**src/rtl/exception_pkg.sv**
```systemverilog
// Shared constants for the exception/ERET commit unit: cause bit layout,
// ExcCode values, vector offsets and the FSM state encoding.
package exception_pkg;

    localparam int NCAUSE = 13;

    localparam int CAUSE_ADEL_IF      = 0;
    localparam int CAUSE_ITLB_REFILL  = 1;
    localparam int CAUSE_ITLB_INVALID = 2;
    localparam int CAUSE_SYS          = 3;
    localparam int CAUSE_BP           = 4;
    localparam int CAUSE_RI           = 5;
    localparam int CAUSE_CPU          = 6;
    localparam int CAUSE_OV           = 7;
    localparam int CAUSE_ERET         = 8;
    localparam int CAUSE_ADE_DATA     = 9;
    localparam int CAUSE_DTLB_REFILL  = 10;
    localparam int CAUSE_DTLB_INVALID = 11;
    localparam int CAUSE_MOD          = 12;

    typedef enum logic [4:0] {
        EXC_INT  = 5'h00,
        EXC_MOD  = 5'h01,
        EXC_TLBL = 5'h02,
        EXC_TLBS = 5'h03,
        EXC_ADEL = 5'h04,
        EXC_ADES = 5'h05,
        EXC_SYS  = 5'h08,
        EXC_BP   = 5'h09,
        EXC_RI   = 5'h0a,
        EXC_CPU  = 5'h0b,
        EXC_OV   = 5'h0c
    } exc_code_e;

    localparam logic [31:0] VEC_REFILL    = 32'h0000_0000;
    localparam logic [31:0] VEC_GENERAL   = 32'h0000_0180;
    localparam logic [31:0] VEC_INTERRUPT = 32'h0000_0200;
    localparam logic [31:0] BEV_BASE      = 32'hBFC0_0200;

    typedef enum logic [1:0] {
        ST_IDLE     = 2'd0,
        ST_FLUSH    = 2'd1,
        ST_REDIRECT = 2'd2
    } state_e;

endpackage

```
**src/rtl/exception_lane_prio.sv**
```systemverilog
// Per-lane fixed-priority cause encoder: picks the highest-priority cause of
// one commit slot and reports which CP0 side fields it updates.
module exception_lane_prio
    import exception_pkg::*;
(
    input  logic [NCAUSE-1:0] cause,
    input  logic              int_req,
    input  logic              mem_wen,
    output logic              hit,
    output logic              is_int,
    output logic              eret,
    output logic              refill,
    output logic              badv_en,
    output logic              badv_from_pc,
    output logic              asid_en,
    output logic              asid_from_if,
    output logic [4:0]        code
);

    always_comb begin
        hit          = int_req | (|cause);
        is_int       = 1'b0;
        eret         = 1'b0;
        refill       = 1'b0;
        badv_en      = 1'b0;
        badv_from_pc = 1'b0;
        asid_en      = 1'b0;
        asid_from_if = 1'b0;
        code         = EXC_INT;
        if (int_req) begin
            is_int = 1'b1;
        end else if (cause[CAUSE_ADEL_IF]) begin
            code = EXC_ADEL;  badv_en = 1'b1;  badv_from_pc = 1'b1;
        end else if (cause[CAUSE_ITLB_REFILL] || cause[CAUSE_ITLB_INVALID]) begin
            code = EXC_TLBL;  badv_en = 1'b1;  badv_from_pc = 1'b1;
            asid_en = 1'b1;   asid_from_if = 1'b1;
            refill = cause[CAUSE_ITLB_REFILL];
        end else if (cause[CAUSE_SYS]) begin
            code = EXC_SYS;
        end else if (cause[CAUSE_BP]) begin
            code = EXC_BP;
        end else if (cause[CAUSE_RI]) begin
            code = EXC_RI;
        end else if (cause[CAUSE_CPU]) begin
            code = EXC_CPU;
        end else if (cause[CAUSE_OV]) begin
            code = EXC_OV;
        end else if (cause[CAUSE_ERET]) begin
            eret = 1'b1;
        end else if (cause[CAUSE_ADE_DATA]) begin
            code = mem_wen ? EXC_ADES : EXC_ADEL;  badv_en = 1'b1;
        end else if (cause[CAUSE_DTLB_REFILL] || cause[CAUSE_DTLB_INVALID]) begin
            code = mem_wen ? EXC_TLBS : EXC_TLBL;  badv_en = 1'b1;  asid_en = 1'b1;
            refill = cause[CAUSE_DTLB_REFILL];
        end else if (cause[CAUSE_MOD]) begin
            code = EXC_MOD;  badv_en = 1'b1;  asid_en = 1'b1;
        end
    end

endmodule

```
**src/rtl/exception_unit.sv**
```systemverilog
// Exception/ERET commit unit: picks the oldest excepting lane, writes CP0 and
// sequences flush then a ready/valid fetch redirect.
//   state       | meaning
//   ST_IDLE     | watching commit lanes, detection allowed
//   ST_FLUSH    | flush held high for FLUSH_CYCLES cycles
//   ST_REDIRECT | redirect_valid held until redirect_ready
module exception_unit
    import exception_pkg::*;
#(
    parameter int LANES        = 2,
    parameter int FLUSH_CYCLES = 2
) (
    input  logic                           clk,
    input  logic                           rst,
    input  logic [LANES-1:0]               lane_valid,
    input  logic [LANES-1:0][31:0]         lane_pc,
    input  logic [LANES-1:0]               lane_bd,
    input  logic [LANES-1:0][NCAUSE-1:0]   lane_cause,
    input  logic [LANES-1:0]               lane_mem_wen,
    input  logic [LANES-1:0][31:0]         lane_badaddr,
    input  logic [7:0]                     asid_if,
    input  logic [7:0]                     asid_mem,
    input  logic [7:0]                     int_flag,
    input  logic                           allow_interrupt,
    input  logic                           exl,
    input  logic [31:0]                    cp0_ebase,
    input  logic                           use_iv,
    input  logic                           use_bev,
    input  logic [31:0]                    epc_in,
    input  logic                           redirect_ready,
    output logic [LANES-1:0]               lane_kill,
    output logic                           commit_stall,
    output logic                           flush,
    output logic                           redirect_valid,
    output logic [31:0]                    redirect_pc,
    output logic                           cp0_exp_en,
    output logic                           cp0_exl_clean,
    output logic [4:0]                     cp0_code,
    output logic [31:0]                    cp0_epc,
    output logic                           cp0_bd,
    output logic [31:0]                    cp0_badvaddr,
    output logic                           cp0_badvaddr_wen,
    output logic [7:0]                     cp0_asid,
    output logic                           cp0_asid_en
);

    localparam int LW = (LANES > 1) ? $clog2(LANES) : 1;
    localparam int CW = (FLUSH_CYCLES > 1) ? $clog2(FLUSH_CYCLES) : 1;

    state_e          state, state_next;
    logic [CW-1:0]   cnt;
    logic [7:0]      int_q;
    logic            int_pending;

    logic [LANES-1:0]       p_hit, p_int, p_eret, p_refill;
    logic [LANES-1:0]       p_badv_en, p_badv_pc, p_asid_en, p_asid_if;
    logic [LANES-1:0][4:0]  p_code;

    logic [LW-1:0]   win;
    logic            win_any, detect;
    logic [31:0]     sel_pc, base, vec_off, target;
    logic            unused_ebase;

    assign unused_ebase = ^{cp0_ebase[31:30], cp0_ebase[11:0]};
    assign int_pending  = lane_valid[0] & allow_interrupt & (int_q != 8'h00);

    for (genvar l = 0; l < LANES; l++) begin : g_lane
        exception_lane_prio u_prio (
            .cause        (lane_cause[l]),
            .int_req      ((l == 0) ? int_pending : 1'b0),
            .mem_wen      (lane_mem_wen[l]),
            .hit          (p_hit[l]),
            .is_int       (p_int[l]),
            .eret         (p_eret[l]),
            .refill       (p_refill[l]),
            .badv_en      (p_badv_en[l]),
            .badv_from_pc (p_badv_pc[l]),
            .asid_en      (p_asid_en[l]),
            .asid_from_if (p_asid_if[l]),
            .code         (p_code[l])
        );
    end

    // Scan from youngest to oldest so the lowest-index hit wins.
    always_comb begin
        win     = '0;
        win_any = 1'b0;
        for (int l = LANES - 1; l >= 0; l--) begin
            if (lane_valid[l] && p_hit[l]) begin
                win     = LW'(l);
                win_any = 1'b1;
            end
        end
    end

    assign detect = (state == ST_IDLE) && win_any;

    always_comb begin
        lane_kill = '0;
        for (int l = 0; l < LANES; l++) begin
            lane_kill[l] = detect && (l >= int'(win));
        end
    end

    always_comb begin
        sel_pc  = lane_pc[win];
        base    = use_bev ? BEV_BASE : {2'b10, cp0_ebase[29:12], 12'h000};
        vec_off = VEC_GENERAL;
        if (p_refill[win] && !exl)
            vec_off = VEC_REFILL;
        else if (p_int[win] && use_iv)
            vec_off = VEC_INTERRUPT;
        target = p_eret[win] ? epc_in : base + vec_off;
    end

    always_ff @(posedge clk) begin
        if (rst) state <= ST_IDLE;
        else     state <= state_next;
    end

    always_comb begin
        state_next = state;
        case (state)
            ST_IDLE:     if (detect)         state_next = ST_FLUSH;
            ST_FLUSH:    if (cnt == '0)      state_next = ST_REDIRECT;
            ST_REDIRECT: if (redirect_ready) state_next = ST_IDLE;
            default:                         state_next = ST_IDLE;
        endcase
    end

    always_comb begin
        commit_stall   = (state != ST_IDLE);
        flush          = (state == ST_FLUSH);
        redirect_valid = (state == ST_REDIRECT);
    end

    always_ff @(posedge clk) begin
        if (rst) begin
            int_q            <= '0;
            cnt              <= '0;
            redirect_pc      <= '0;
            cp0_exp_en       <= 1'b0;
            cp0_exl_clean    <= 1'b0;
            cp0_code         <= '0;
            cp0_epc          <= '0;
            cp0_bd           <= 1'b0;
            cp0_badvaddr     <= '0;
            cp0_badvaddr_wen <= 1'b0;
            cp0_asid         <= '0;
            cp0_asid_en      <= 1'b0;
        end else begin
            int_q            <= int_flag;
            cp0_exp_en       <= 1'b0;
            cp0_exl_clean    <= 1'b0;
            cp0_badvaddr_wen <= 1'b0;
            cp0_asid_en      <= 1'b0;
            if (detect) begin
                cnt              <= CW'(FLUSH_CYCLES - 1);
                redirect_pc      <= target;
                cp0_exp_en       <= ~p_eret[win];
                cp0_exl_clean    <= p_eret[win];
                cp0_code         <= p_code[win];
                cp0_epc          <= lane_bd[win] ? sel_pc - 32'd4 : sel_pc;
                cp0_bd           <= lane_bd[win];
                cp0_badvaddr     <= p_badv_pc[win] ? sel_pc : lane_badaddr[win];
                cp0_badvaddr_wen <= p_badv_en[win];
                cp0_asid         <= p_asid_if[win] ? asid_if : asid_mem;
                cp0_asid_en      <= p_asid_en[win];
            end else if (state == ST_FLUSH && cnt != '0) begin
                cnt <= cnt - CW'(1);
            end
        end
    end

endmodule

```
**config.mk**
```make
export PLATFORM = sky130hd
export DESIGN_NAME = exception_unit
export DESIGN_NICKNAME = d
export VERILOG_FILES = /design/src/rtl/exception_pkg.sv /design/src/rtl/exception_lane_prio.sv /design/src/rtl/exception_unit.sv
export SDC_FILE = /design/constraint.sdc
export NUM_CORES = 1
export LEC_CHECK = 0
export ABC_AREA = 1
export CAP_MARGIN = 10
export CORE_AREA = 2 2 146 148
export CTS_BUF_LIST = sky130_fd_sc_hd__clkbuf_4 sky130_fd_sc_hd__clkbuf_8
export DETAILED_ROUTE_END_ITERATION = 7
export DIE_AREA = 0 0 148 150
export GPL_TIMING_DRIVEN = 0
export HOLD_SLACK_MARGIN = 0.06
export MAX_ROUTING_LAYER = met4
export PLACE_DENSITY = 0.8
export SETUP_SLACK_MARGIN = 0.05
export SLEW_MARGIN = 20
export SYNTH_ARGS = -nofsm -noshare
export SYNTH_HDL_FRONTEND = slang
export SYNTH_HIERARCHICAL = 1
export SYNTH_SLANG_ARGS = --single-unit
export TNS_END_PERCENT = 30
```
**constraint.sdc**
```tcl
create_clock -name clk -period 6.1 [get_ports clk]
set_clock_uncertainty 0.2 [all_clocks]
set_input_delay 0.915 -clock clk [delete_from_list [all_inputs] [get_ports clk]]
set_output_delay 0.915 -clock clk [all_outputs]
set_load 0.02 [all_outputs]
```
==> out/summary.json <==
{
  "detail_route.wirelength_um": 34100,
  "grt_first_pass_wirelength_um": 50400,
  "layoutNonFillerInstCount": 1859,
  "portBuffers": 358,
  "first_global_vias": 9040,
  "number_of_antenna_violations_at_the_first_check_in_global_routing": 0,
  "cts.sink_count": 125,
  "grt-ovfl-total": 0,
  "drt-met1-wl_um": 13900,
  "final_hold_violation_count": 0,
  "layout-drive-gt1-share": 0.0966,
  "met2_wirelength_um": 16600,
  "vias_per_inst": 5.09,
  "yosys_register_bits": 125,
  "final_period_minus_worst_setup_slack_ns": 5.79,
  "synth_warnings": 6,
  "timing.setup.critical_path_class": "in -> out",
  "number_of_resized_instances_in_the_post_cts_repair_step": 0,
  "n_antenna_cell": 0,
  "synth_area_mm2": 0.00778,
  "tightestPinTransition_ns": 0.823,
  "routed_wire_length_on_met3_um": 2510,
  "initial_utilization": 0.376,
  "routedWlPerCell_um": 18.4,
  "antenna_left": 0,
  "topRoutingLayerUsed": "met4",
  "hold_ws_ns": 0.287,
  "layout_commonest_cell": "sky130_fd_sc_hd__clkdlybuf4s50_1",
  "grt_setup_unrepaired": "no",
  "clk_latency_ns": 0.47,
  "tritoncts": "done",
  "core_area_mm2": 0.0207,
  "p_total_mw": 3.02,
  "ioPinCount": 374,
  "slew_headroom": 0.452,
  "cts_inserted_buffers": 17,
  "finalSetupViolCount": 0,
  "post-route-period-util": 0.949,
  "cellLeakagePower_nw": 5.57,
  "share_of_the_synthesized_area_in_the_top_cell_type": 0.322,
  "grt_util_all_layers": 0.307,
  "run_status": "complete, no violations",
  "post-dp-hpwl_um": 26500,
  "dr_total_vias": 9466,
  "remaining_drc_errors": 0,
  "crit_path_end_kind": "primary output",
  "placed_cells_incl_taps": 1827,
  "drt_iter0_drc": 664,
  "timing.setup.tns_ns": 0,
  "timing.critical_path.fanout_max": 10,
  "floorplan.die_area_mm2": 0.0222,
  "chipWidth_um": 148,
  "synthesis.instances": 1190,
  "cell_at_the_root_of_the_clock_tree": "sky130_fd_sc_hd__clkbuf_8",
  "netlist_top_cells_area": "sky130_fd_sc_hd__dfxtp_1, sky130_fd_sc_hd__nand2_1, sky130_fd_sc_hd__o211ai_1",
  "final_cell_mix": "sky130_fd_sc_hd__clkdlybuf4s50_1, sky130_fd_sc_hd__nand2_1, sky130_fd_sc_hd__inv_1",
  "post-cts-setup-buffer-count": 0,
  "synth_seq_area_share": 0.322,
  "final_nets": 1828,
  "cts.htree.levels": 4,
  "grt_max_degree": 17,
  "ir_worst_vdd_uv": 150,
  "post_cts_hold_buffer_count": 0,
  "synthToLayoutAreaGrowth_pct": 55.9,
  "worstSetupStartpointType": "input pin",
  "synth_largest_area_cell": "sky130_fd_sc_hd__dfxtp_1",
  "power-per-cell-area_mw_per_mm2": 249,
  "final_max_slew_viol_count": 0,
  "clk_pin_slew_worst_paths_ns": 0.09,
  "crit_required_ns": 4.98,
  "timing.max_cap.violations": 0,
  "syn_avg_cell_area_um2": 6.54,
  "placementRows": 53,
  "fmaxAchievable_mhz": 173,
  "drt_first_pass_iters": 5,
  "arrival_ns": 4.67,
  "floorplan.die.height_um": 150,
  "min-delay-path-class": "reg -> reg",
  "synthDistinctLibCells": 39,
  "routabilityCongestion": 0.922,
  "clock_tree.buffer_depth": 2
}
area by class of cell:
cell class              count  area [µm²]
multi-input cells         795        4150
plain buffers              70         372
inverters                 204         768
repair buffers            358        3580
fillers                  1998        8570
flip-flops and latches    125        2500
well taps                 275         344
clock inverters            14         160
clock buffers              18         241
state kept, by name (all words and copies together) (netlist names):
register	flops
cp0_badvaddr_wen	1
cnt	1
cp0_asid	8
cp0_bd	1
cp0_asid_en	1
state	2
cp0_exl_clean	1
cp0_badvaddr	32
cp0_code	5
cp0_exp_en	1
int_q	8
cp0_epc	32
redirect_pc	32
routing by layer:
metal  track usage  vias to the layer above
li1              -                     4604
met1         0.364                     4349
met2         0.522                      444
met3        0.0537                       69
met4         0.112                        0
met5             -                        -
path summary, 6_finish.rpt:
kind | slack [ns] | from | cells past startpoint | endpoint
max | 0.31 | lane_valid[0] | 16 | lane_kill[1]
max reg2reg | 2.18 | int_q[1] | 14 | cp0_exl_clean
min reg2reg | 0.29 | cnt | 2 | state[0]
min | 0.29 | cnt | 2 | state[0]
synth_stat cells (all sizes together):
library cell / count
dfxtp: 125
conb: 3
a21oi: 43
nor4: 2
o21a: 2
o21bai: 4
mux2i: 3
buf: 35
nand4: 12
inv: 204
o221ai: 1
xor2: 3
o21ai: 60
nor2: 115
clkbuf: 35
o31ai: 3
nor3: 7
o211ai: 129
nand3: 76
ha: 2
nand3b: 10
a31oi: 5
or2: 40
nand2: 271
where the power goes:
part	internal [mW]	switching [mW]	total, mW	leakage (nW)
clock	0.375	0.401	0.776	0.191
combinational	0.539	0.681	1.22	4.34
sequential	0.950	0.0755	1.03	1.04
kinds of logic after synthesis:
family | share of synthesized area
AOI/OAI and AO/OA | 0.208
xor gates and xnor gates | 0.00338
adders and majority gates | 0.00322
buffers and inverters | 0.147
DFF | 0.322
muxes | 0.00547
other | 0.00145
and+or+nand+nor | 0.311
worst max-delay path, cell delays in order:
cell and delay [ns]:
sky130_fd_sc_hd__clkdlybuf4s50_1 0.52, sky130_fd_sc_hd__nand2_1 0.06, sky130_fd_sc_hd__a21oi_1 0.44, sky130_fd_sc_hd__nor2_4 0.10, sky130_fd_sc_hd__nand2_1 0.12, sky130_fd_sc_hd__inv_1 0.07, sky130_fd_sc_hd__nand3_1 0.09, sky130_fd_sc_hd__nand2_2 0.10
sky130_fd_sc_hd__buf_6 0.17, sky130_fd_sc_hd__inv_2 0.09, sky130_fd_sc_hd__o21ai_2 0.19, sky130_fd_sc_hd__inv_2 0.26, sky130_fd_sc_hd__buf_2 0.32, sky130_fd_sc_hd__buf_1 0.43, sky130_fd_sc_hd__buf_4 0.19, sky130_fd_sc_hd__clkdlybuf4s50_1 0.59
through the flow:
stage	utilization	instance area, µm²	setup slack [ns]
2_1_floorplan	-	7790	2.21
3_3_place_gp	0.566	11700	0.350
3_5_place_dp	0.566	11700	0.363
4_1_cts	0.586	12100	0.349
5_1_grt	0.586	12100	0.151
6_report	0.586	12100	0.313
Note: power is estimated with default switching activity, not from simulation.
==> RTL edit, RTL diff (same settings) <==
The parameter `LANES` goes from 2 to 1.
--- a/src/rtl/exception_unit.sv
+++ b/src/rtl/exception_unit.sv
@@ -8,5 +8,5 @@
     import exception_pkg::*;
 #(
-    parameter int LANES        = 2,
+    parameter int LANES        = 1,
     parameter int FLUSH_CYCLES = 2
 ) (
Interface: changed (7 resized); port bits go from 374 to 293. No check against the original RTL was run, so the function may have changed too.
==> RTL edit against the unedited design <==
  * Combinational power decreased by 49%
  * Total power decreased by 24%
  * Sequential cell count unchanged
  * Via count decreased by 26%
  * Synthesized cell count decreased by 25%
  * Worst setup slack improved by 920 ps
  * Wire length decreased by 30%
  * Utilization decreased by 12 points
  * Count of clock-buffer cells in the layout increased by 1
  * Area after synthesis decreased by 22%
  * Register-to-register slack improved by 1200 ps
  * Cell area decreased by 21%
  * Fmax increased by 19%
  * Critical endpoint is now lane_kill
==> RTL edit: results (changes against the unedited design) <==
| Metric | Value |
|---|---|
| Outcome | `complete, no violations` |
| PortBufs | `277 (-23%)` |
| Leakage power | `4.140 nW (-26%)` |
| Ranking of synthesized cells by area | `dfxtp_1 41%, a21oi_1 10%, nor2_1 8.7%` |
| Met2 Usage GRT | `0.3521 (-0.1697)` |
| RePlAce Congestion | `0.9243 (+0.22%)` |
| Vias in the first global route | `6783 (-25%)` |
| First-pass GRT wire length | `35.98 mm (-29%)` |
| Routed wl met2 | `11.20 mm (-33%)` |
| Arrival time worst endpoint | `3750 ps (-920 ps)` |
| Clock-pin slew on the worst setup and hold paths | `70 ps (-20 ps)` |
| Clock Latency Late Sink | `440 ps (-30 ps)` |
| Routed WL | `23.88 mm (-30%)` |
| Adder-Cell Fraction of Synth Area | `0.004104 (+0.0008867)` |
| Post-DP HPWL | `19.06 mm (-28%)` |
| Most frequent cells after synthesis | `141 x nor2_1, 125 x dfxtp_1, 124 x a21oi_1` |
| Std-Cell Rows | `53 (unchanged)` |
| Unique masters post-synth | `37 (-5.1%)` |
| Tot GR Track Use | `0.2164 (-0.09023)` |
| Peak VDD IR | `0.0001191 V (-21%)` |
| Fill count | `2083 (+4.3%)` |
| Via count | `6963 (-26%)` |
| First-iteration detailed-routing DRC count | `334 (-50%)` |
| Ys async rst share | `0 (unchanged)` |
| Wl on met1 | `10.35 mm (-26%)` |
| Global routing usage on met1 | `0.2582 (-0.1061)` |
| Slew margin rel. | `0.5901 (+0.1385)` |
| Compound-Gate Fraction of Synth Area | `0.2186 (+0.01102)` |
| CTS Root Cell | `clkbuf_8` |
| Met3 WL | `1.573 mm (-37%)` |
| Net Switching | `0.0007343 W (-37%)` |
| Multiplexer area fraction after synthesis | `0 (-0.005470)` |
| Fin nets | `1369 (-25%)` |
| Initial antenna violation count | `1 (+1)` |
| GRT met3 Usage | `0.05152 (-0.002134)` |
| Share of cells above drive strength 1 | `0.08299 (-0.01360)` |
| XOR/XNOR share of the synthesized area | `0.01149 (+0.008114)` |
| Max stage delay on crit path | `640 ps (+50 ps)` |
| Largest net degree at the start of global routing | `17 (unchanged)` |
| Seq/Total Area, Yosys | `0.4104 (+0.08867)` |
| P_seq | `0.000927 W (-10%)` |
| Combinational share of power | `0.274 (-0.130)` |
| Slowest cell on crit path | `clkdlybuf4s50_1` |
==> RTL edit: cell count changes after synthesis, moves of 8 or more <==
cell / delta
nand3b_1: -10
clkbuf_1: -13
a22oi_1: +10
or2_2: -39
nor2_1: +45
inv_1: -80
nand2_1: -156
o21ai_0: +42
nand3_1: -28
o22ai_1: +8
a21oi_1: +81
o211ai_1: -126
buf_4: -9
nand4_1: -9
==> RTL edit: worst reg2reg max path, stage by stage, from the launching register on <==
cell and delay [ps]:
dfxtp_1 300, nor4_1 280, a21oi_1 230, nor2_4 190, inv_1 60, nor2_1 260, clkbuf_1 340, clkbuf_1 430
nor2_1 100, a21oi_1 130, a21oi_1 80
==> RTL edit: final cells by class <==
cell class / instances / share of cell area
Multi-Input combinational cell: 594 / 0.3001
Timing Repair Buffer: 277 / 0.2884
Sequential cell: 125 / 0.2603
Inverter: 127 / 0.04959
Tap cell: 275 / 0.03579
Clock buffer: 19 / 0.02655
Buffer: 50 / 0.02421
Clock inverter: 13 / 0.01471
Antenna cell: 1 / 0.0002603
==> RTL edit: through the flow <==
stage	std cells	power, W	setup WS (ps)	utilization	cell area (um^2)
2_1_floorplan	896	0.001227	2740	-	6097
6_report	1481	0.002292	1233	0.4646	9613
3_3_place_gp	1448	0.001563	1236	0.4453	9214
5_1_grt	1481	0.002402	1003	0.4646	9613
4_1_cts	1480	0.002311	1208	0.4645	9610
3_5_place_dp	1448	0.001572	1219	0.4453	9214
==> RTL edit: path summary, 6_finish.rpt <==
path                          end  depth (start not counted)  slack (ps)            start
setup / recovery        lane_kill                         12        1230       lane_valid
hold reg to reg   redirect_pc[11]                          2         270  redirect_pc[11]
hold / removal    redirect_pc[11]                          2         270  redirect_pc[11]
setup reg to reg      cp0_asid[6]                         10        3380         int_q[0]
